$ cat src/rtl/ram_fifo_pkg.sv
// Shared constants for the RAM-backed FIFO controller: geometry and the
// encoding used by the arbiter to remember which operation last used the RAM.
package ram_fifo_pkg;

    localparam int AW    = 3;
    localparam int DW    = 8;
    localparam int DEPTH = 1 << AW;

    // Op encoding doubles as the bit index into the arbiter req/gnt vectors.
    localparam logic OP_WR = 1'b0;
    localparam logic OP_RD = 1'b1;

endpackage

$ cat src/rtl/rr_arb2.sv
// Two-requester round-robin arbiter: on contention it grants the requester
// that did not win last time. The last-grant register only moves on a grant.
module rr_arb2
    import ram_fifo_pkg::*;
(
    input  logic       clk,
    input  logic       rst,
    input  logic [1:0] req,
    output logic [1:0] gnt
);

    logic last_op;

    always_comb begin
        gnt = 2'b00;
        if (req == 2'b11) begin
            gnt[OP_WR] = (last_op == OP_RD);
            gnt[OP_RD] = (last_op == OP_WR);
        end else begin
            gnt = req;
        end
    end

    // Reset to READ so that the first contended cycle goes to the writer.
    always_ff @(posedge clk) begin
        if (!rst) begin
            last_op <= OP_RD;
        end else if (gnt[OP_WR]) begin
            last_op <= OP_WR;
        end else if (gnt[OP_RD]) begin
            last_op <= OP_RD;
        end
    end

endmodule

$ cat src/rtl/ram_fifo_ctrl.sv
// FIFO controller in front of a single-port RAM: owns the pointers and
// occupancy, multiplexes the one RAM port between enqueue and dequeue.
module ram_fifo_ctrl
    import ram_fifo_pkg::OP_WR, ram_fifo_pkg::OP_RD;
#(
    parameter int AW = ram_fifo_pkg::AW,
    parameter int DW = ram_fifo_pkg::DW
) (
    input  logic          clk,
    input  logic          rst,
    input  logic          wr_valid,
    input  logic [DW-1:0] wr_data,
    output logic          wr_ready,
    input  logic          rd_req,
    output logic          rd_grant,
    output logic          rd_valid,
    output logic [DW-1:0] rd_data,
    output logic          full,
    output logic          empty,
    output logic [AW:0]   count,
    output logic [AW-1:0] ram_address,
    output logic          ram_we,
    output logic [DW-1:0] ram_data_in,
    input  logic [DW-1:0] ram_data_out
);

    localparam logic [AW:0]   DEPTH_C = (AW+1)'(2**AW);
    localparam logic [AW:0]   CNT_ONE = (AW+1)'(1);
    localparam logic [AW-1:0] PTR_ONE = AW'(1);

    logic [AW-1:0] wptr;
    logic [AW-1:0] rptr;
    logic [1:0]    req;
    logic [1:0]    gnt;
    logic          wr_fire;
    logic          rd_fire;

    assign full  = (count == DEPTH_C);
    assign empty = (count == '0);

    always_comb begin
        req        = 2'b00;
        req[OP_WR] = wr_valid & ~full;
        req[OP_RD] = rd_req & ~empty;
    end

    rr_arb2 u_arb (
        .clk (clk),
        .rst (rst),
        .req (req),
        .gnt (gnt)
    );

    assign wr_fire = gnt[OP_WR];
    assign rd_fire = gnt[OP_RD];

    // RAM port mux: the read pointer is parked on the address when idle.
    assign wr_ready    = wr_fire;
    assign rd_grant    = rd_fire;
    assign ram_we      = wr_fire;
    assign ram_address = wr_fire ? wptr : rptr;
    assign ram_data_in = wr_fire ? wr_data : '0;

    // The RAM registers its read data, so rd_data is a straight pass-through
    // qualified by rd_valid one cycle after the grant.
    assign rd_data = ram_data_out;

    always_ff @(posedge clk) begin
        if (!rst) begin
            wptr     <= '0;
            rptr     <= '0;
            count    <= '0;
            rd_valid <= 1'b0;
        end else begin
            rd_valid <= rd_fire;
            if (wr_fire) begin
                wptr  <= wptr + PTR_ONE;
                count <= count + CNT_ONE;
            end else if (rd_fire) begin
                rptr  <= rptr + PTR_ONE;
                count <= count - CNT_ONE;
            end
        end
    end

endmodule

$ cat config.mk
export PLATFORM = sky130hd
export DESIGN_NAME = ram_fifo_ctrl
export DESIGN_NICKNAME = d
export VERILOG_FILES = /design/src/rtl/ram_fifo_pkg.sv /design/src/rtl/rr_arb2.sv /design/src/rtl/ram_fifo_ctrl.sv
export SDC_FILE = /design/constraint.sdc
export NUM_CORES = 1
export LEC_CHECK = 0
export ABC_AREA = 1
export CORE_MARGIN = 1.5
export CORE_UTILIZATION = 33
export DETAILED_ROUTE_END_ITERATION = 10
export PLACE_DENSITY = 0.86
export SETUP_SLACK_MARGIN = 0.2
export SLEW_MARGIN = 5
export SYNTH_ARGS = -nofsm -noshare
export SYNTH_HDL_FRONTEND = slang
export SYNTH_HIERARCHICAL = 1
export SYNTH_SLANG_ARGS = --single-unit
$ cat constraint.sdc
create_clock -name clk -period 2.1 [get_ports clk]
set_input_delay 0.63 -clock clk [delete_from_list [all_inputs] [get_ports clk]]
set_output_delay 0.63 -clock clk [all_outputs]
set_load 0.01 [all_outputs]
# == Yosys cells after proc, flatten, opt, wreduce, memory -nomap -nowiden ==
# Cells that the tools add are included.
# word_totals
reg_bits,12
latch_bits,0
ramBits,0
rom_bits,0
input_bits,20
output_inout_bits,29
word_cells,27
n_memories,0
# op_classes
addsub,4
n_mul,0
n_div,0
magnitude_cmp,0
eq_ne,2
n_shift,0
muxes,7
bitwise,6
reduce_logical,3
# ops
op,count
$mux W4,2
$mux W8,1
$add A3 B1 Y3 const B,2
$add A4 B1 Y4 const B,1
$eq A4 B4 Y1 const B,1
$logic_not A4 Y1,1
$not A1 Y1,4
$sub A4 B1 Y4 const B,1
$mux W3,1
$and A1 B1 Y1,2
$eq A2 B2 Y1 const B,1
$mux W1,2
$mux W2,1
$reduce_and A2 Y1,1
$reduce_bool A2 Y1,1

# == Longest topological paths before layout ==
# logic_depth
ltp_word,7
ltp_mapped,14
ltp_nobuf,14

# == Hierarchy ==
# The synthesis kept the hierarchy.
# by_module_without_submodules
module,n_inst,cells_each,area_per_inst_um2,seq_area_each_um2
ram_fifo_ctrl,1,109,725.7,220.2
rr_arb2,1,8,65.1,20.0

# == Worst setup path after synthesis ==
# No wires, ideal clock.
# synth_path
path_type,reg2out
startpoint,register count[0]
endpoint,output ram_address[2]
t_arrival_ns,1.887
required_time_ns,1.470
slack_ns,-0.417
stages_incl_launch_ff,7
path_buffers,1
cell_sequence,dfxtp_1 nor4_1 nor2_1 a21oi_2 buf_2 nand2_1 o21ai_0
# synth_via
elab_chain_cells,6
elab_cells_between_ends,9
cone_classes,eq/ne: 2; mux: 2; bitwise: 4; reduce/logical: 1
# synth_lines
item,line,rtl
from (decl),ram_fifo_ctrl.sv:20,"output logic [AW:0] count,"
from (signal assigned),ram_fifo_ctrl.sv:78,count <= count + CNT_ONE;
from (signal assigned),ram_fifo_ctrl.sv:81,count <= count - CNT_ONE;
$logic_not A4 Y1,ram_fifo_ctrl.sv:39,assign empty = (count == '0);
via empty,ram_fifo_ctrl.sv:19,"output logic empty,"
$not A1 Y1,ram_fifo_ctrl.sv:44,req[OP_RD] = rd_req & ~empty;
$and A1 B1 Y1,ram_fifo_ctrl.sv:44,
via req[1],ram_fifo_ctrl.sv:33,logic [1:0] req;
$eq A2 B2 Y1,rr_arb2.sv:16,if (req == 2'b11) begin
$mux W2,rr_arb2.sv:16,
via ram_we,ram_fifo_ctrl.sv:22,"output logic ram_we,"
$mux W3,ram_fifo_ctrl.sv:61,assign ram_address = wr_fire ? wptr : rptr;
to (decl),ram_fifo_ctrl.sv:21,"output logic [AW-1:0] ram_address,"
# The timed path passes the listed nets, and every way through them passes these cells.

# == Final worst setup path ==
# layout_path
startpoint,register count[3]
endpoint,output ram_address[2]
# layout_via
elab_chain_cells,6
elab_cells_between_ends,9
cone_classes,eq/ne: 2; mux: 2; bitwise: 4; reduce/logical: 1
# layout_lines
item,line
$logic_not A4 Y1,ram_fifo_ctrl.sv:39
$not A1 Y1,ram_fifo_ctrl.sv:44
$and A1 B1 Y1,ram_fifo_ctrl.sv:44
via req[1],ram_fifo_ctrl.sv:33
$eq A2 B2 Y1,rr_arb2.sv:16
$mux W2,rr_arb2.sv:16
$mux W3,ram_fifo_ctrl.sv:61
# The timed path passes the listed nets, and every way through them passes these cells.

==> report_table.html <==
<table>
<tr><th>Metric</th><th>Value</th></tr>
<tr><th colspan="2">Min path</th></tr>
<tr><td>Class of the tightest hold or removal check</td><td>flop to flop</td></tr>
<tr><th colspan="2">Finish</th></tr>
<tr><td>Fraction of final layout cells with drive strength greater than 1</td><td>57.9%</td></tr>
<tr><td>ANT cells</td><td>0</td></tr>
<tr><td>Final net count</td><td>approximately 200</td></tr>
<tr><td>Fill count</td><td>~150</td></tr>
<tr><td>Syn-to-layout area delta</td><td>100%</td></tr>
<tr><td>Area taken by flip-flops and latches</td><td>250 um^2</td></tr>
<tr><td>Total area of multi-input combinational cells</td><td>around 570 um^2</td></tr>
<tr><th colspan="2">CTS</th></tr>
<tr><td>Clock Path Buffers</td><td>2</td></tr>
<tr><td>Library cell used as clock root buffer</td><td>clkbuf_4</td></tr>
<tr><td>Clock tree from TritonCTS</td><td>done</td></tr>
<tr><td>Clock insertion delay at the later pin of the skew report</td><td>280 ps</td></tr>
<tr><td>Number of buffers inserted by hold repair at cts</td><td>0</td></tr>
<tr><td>Number of buffers added by the clock tree synthesis step</td><td>3</td></tr>
<tr><td>Number of levels the H-tree was split into</td><td>1</td></tr>
<tr><td>Sinks on the clock net</td><td>12</td></tr>
<tr><td>Clock input transition at the sequential cells of the worst setup and hold paths</td><td>about 70 ps</td></tr>
<tr><th colspan="2">Logic synthesis</th></tr>
<tr><td>Leading cell types by total area after synthesis</td><td>dfxtp_1 30%, nand2_1 11%, inv_1 9.5%, buf_4 8.5%, nor2_1 7.1%</td></tr>
<tr><td>Number of instances in the synthesized netlist</td><td>about 120</td></tr>
<tr><td>Count of different cell masters after synthesis</td><td>19</td></tr>
<tr><td>Cell accounting for the most synthesized area</td><td>dfxtp_1</td></tr>
<tr><td>Share of the synthesized area in the top cell type</td><td>30.4%</td></tr>
<tr><td>Post-synthesis register bit count</td><td>12</td></tr>
<tr><td>Avg Inst Size Synth</td><td>6.76 um^2</td></tr>
<tr><td>Post-synthesis sequential area ratio</td><td>30.4%</td></tr>
<tr><td>Net count of the mapped netlist</td><td>between 100 and 150</td></tr>
<tr><td>Number of warnings reported in the yosys synthesis log</td><td>6</td></tr>
<tr><td>Netlist area before placement</td><td>~790 um^2</td></tr>
<tr><th colspan="2">Floorplanning</th></tr>
<tr><td>Width of the die</td><td>about 52 um</td></tr>
<tr><td>Starting Density</td><td>between 30 and 40%</td></tr>
<tr><td>Core Region</td><td>between 2000 and 2500 um^2</td></tr>
<tr><td>Chip Height</td><td>52.0 um</td></tr>
<tr><td>Standard-cell row count</td><td>17</td></tr>
<tr><td>Total Die Area</td><td>roughly 2700 um^2</td></tr>
<tr><td>Io pins</td><td>between 40 and 50</td></tr>
<tr><th colspan="2">Global routing</th></tr>
<tr><td>Total global-route track usage</td><td>about a fifth</td></tr>
<tr><td>Wire length of the first global-routing pass</td><td>3930 um</td></tr>
<tr><td>Number of global-route vias before repair</td><td>907</td></tr>
<tr><td>Initial antenna violation count</td><td>0</td></tr>
<tr><td>Total gr overflow</td><td>0</td></tr>
<tr><td>Maximum number of pins on one net before global-route repair</td><td>13</td></tr>
<tr><th colspan="2">Place</th></tr>
<tr><td>Port bufs</td><td>32</td></tr>
<tr><td>Dpl hpwl</td><td>roughly 1600 um</td></tr>
<tr><td>Gp weighted congestion</td><td>roughly 0.8</td></tr>
<tr><th colspan="2">Routing</th></tr>
<tr><td>Antenna-violating nets left</td><td>0</td></tr>
<tr><td>DRT Wirelength</td><td>2900 um</td></tr>
<tr><td>Detailed Routing Iterations Pass 1</td><td>4</td></tr>
<tr><td>Number of design rule violations left after detail routing</td><td>0</td></tr>
<tr><td>Iteration-0 DRC count of the detailed router</td><td>13</td></tr>
<tr><td>Vias per std cell</td><td>a little under 5</td></tr>
<tr><td>Mean routed wirelength per cell</td><td>roughly 15 um</td></tr>
<tr><td>DR vias</td><td>around 960</td></tr>
<tr><th colspan="2">Run status</th></tr>
<tr><td>Result of the run</td><td>finished, violations left</td></tr>
<tr><td>Violated checks</td><td>setup timing</td></tr>
<tr><th colspan="2">Worst setup path</th></tr>
<tr><td>Type of element capturing the critical path</td><td>output port</td></tr>
<tr><td>R2R setup slack</td><td>-150 ps</td></tr>
<tr><td>Arrival time of the worst setup path</td><td>roughly 1800 ps</td></tr>
<tr><td>Count of buffer and inverter cells on the critical path</td><td>4</td></tr>
<tr><td>Number of cells on the worst reg-to-reg path</td><td>15</td></tr>
<tr><td>Class of the most critical setup path</td><td>flop to output port</td></tr>
<tr><td>Cell family with most CP delay</td><td>buffers and inverters</td></tr>
<tr><td>Critical path capture point</td><td>ram_address[2]</td></tr>
<tr><td>Total stage count of the critical path</td><td>9</td></tr>
<tr><td>Startpoint class of the critical path</td><td>flop</td></tr>
<tr><td>Crit-path cells</td><td>nor4_4 &gt; nor2_4 &gt; a21oi_4 &gt; buf_6 &gt; buf_16 &gt; buf_6 &gt; nand2_2 &gt; o21ai_2 &gt; buf_2</td></tr>
<tr><td>Worst reg2reg startpoint</td><td>count[3]</td></tr>
<tr><td>Req. time, crit path</td><td>~1500 ps</td></tr>
<tr><td>Cell at the slowest stage of the critical path</td><td>dfxtp_4</td></tr>
<tr><td>Max incr delay on CP</td><td>between 300 and 400 ps</td></tr>
<tr><td>CP startpoint</td><td>count[3]</td></tr>
<tr><td>Critical path's most frequent cell</td><td>buf_6</td></tr>
<tr><td>Terminus of the critical flop-to-flop path</td><td>count[3]</td></tr>
<tr><td>Worst Path Max Fanout</td><td>6</td></tr>
<tr><th colspan="2">STA</th></tr>
<tr><td>Total count of hold-check failures in the final report</td><td>0</td></tr>
<tr><td>Final number of setup-violating endpoints</td><td>17</td></tr>
<tr><td>Highest clock frequency the design can meet</td><td>slightly above 400 MHz</td></tr>
<tr><td>Tcrit/Tclk final</td><td>116%</td></tr>
<tr><td>Setup Total Neg Slack</td><td>-3440 ps</td></tr>
<tr><td>Worst Setup Slack, final</td><td>-328 ps</td></tr>
<tr><td>Setup repair after global routing missed its margin</td><td>yes</td></tr>
<tr><td>Max-slew headroom</td><td>slightly below 70%</td></tr>
<tr><td>Time the final worst path needs with I/O delays and setup</td><td>about 2400 ps</td></tr>
<tr><td>Final-report max-slew violation count</td><td>0</td></tr>
<tr><td>Worst clock skew on the final layout</td><td>between 15 and 20 ps</td></tr>
<tr><td>Slew at the pin closest to its max-slew limit</td><td>around 470 ps</td></tr>
<tr><th colspan="2">Pwr</th></tr>
<tr><td>Pwr Total</td><td>1840 uW</td></tr>
<tr><td>Power per standard cell area</td><td>1160 nW/um^2</td></tr>
<tr><td>Maximum VDD drop</td><td>between 0.7 and 0.8 mV</td></tr>
<tr><td>Reported leakage power</td><td>about 0.00079 uW</td></tr>
<tr><th colspan="2">Flow run</th></tr>
<tr><td>Max-capacitance violation count</td><td>0</td></tr>
</table>
-- sequential cells by signal (all words and copies together) (netlist names) --
name and cells:
wptr 3, count 4, rd_valid 1, u_arb/last_op 1, rptr 3
-- cells in the final DEF (no fill, tap or decap), types with 4 or more instances in the layout --
master            n
nand2_1          14
nor2_1            9
buf_4            15
inv_2            14
nand2_2           8
clkdlybuf4s50_1  10
dfxtp_1           8
nor2_4            4
a21oi_1           5
dlygate4sd2_1     7
nand3_1           4
inv_1             7
buf_6            24
-- kinds of logic after synthesis --
kind of cell    Yosys count  synth area share, %
buf+inv                  33                 20.1
compound gates           18                 13.1
flops                    12                 30.4
xor+xnor                  1                 1.11
simple gates             48                 26.4
fa+ha+maj                 5                 8.86
-- how the worst min path moves through the flow --
stage / cells after the start / to / slack [ps] / startpoint
finish: 2 / rptr[2] / 510 / rptr[2]
global route: 2 / rptr[2] / 550 / rptr[2]
CTS: 2 / rptr[2] / 510 / rptr[2]
detailed placement: 2 / rptr[2] / 500 / rptr[2]
global placement: 2 / wptr[2] / 490 / wptr[2]
floorplan: 2 / rptr[2] / 470 / rptr[2]
-- synth_stat cells --
library cell / number
inv_2: 2
dfxtp_1: 12
buf_2: 1
nand3_2: 2
inv_1: 20
nand3_1: 5
nand2_1: 24
a21boi_2: 1
clkbuf_1: 1
ha_1: 4
a21oi_1: 8
xnor2_1: 1
buf_4: 9
a21oi_2: 2
nor2_1: 15
nand2_4: 1
o21ai_0: 7
fa_1: 1
nor4_1: 1
-- per-layer routing --
layer | routed length, um | track usage [%]
met5 | 0 | 0
met4 | 109 | 10.1
met1 | 994 | 18.7
met3 | 205 | 5.46
met2 | 1590 | 38.6
-- through the flow --
stage / setup slack [ps] / area [um^2] / hold WS, ps / util, % / cells
5_1_grt: -418 / 1580 / 546 / 70.9 / 199
6_report: -328 / 1580 / 512 / 70.9 / 199
3_3_place_gp: -813 / 1240 / 491 / 55.5 / 177
2_1_floorplan: 62.2 / 872 / 468 / - / 117
4_1_cts: -341 / 1450 / 509 / 64.8 / 192
3_5_place_dp: -861 / 1240 / 501 / 55.5 / 177
-- power breakdown --
group          switching [uW]  internal [uW]  leakage (uW)
Clock                    81.1           73.6     0.0000150
Sequential               72.1            296      0.000101
Combinational             598            722      0.000674
-- cell type report --
cell class	instances	share of cell area, %
clock buffer	4	1.66
timing repair buffer	61	38.9
inverter	22	5.69
tap	28	2.21
sequential	12	15.8
multi-input combinational	72	35.7
-- tightest hold or removal path: stages, from the launching register on --
cell and delay, ps:
dfxtp_1 310, inv_1 100, a21oi_2 60
-- what timing repair did --
item                       4_1_cts  5_1_grt
hold endpoints to repair         0        0
gates resized for setup         86       41
pin swaps                       12       10
gates cloned                     1        0
buffers inserted                10        7
setup endpoints to repair       23       23
No activity file was read; power rests on OpenSTA's default activity.
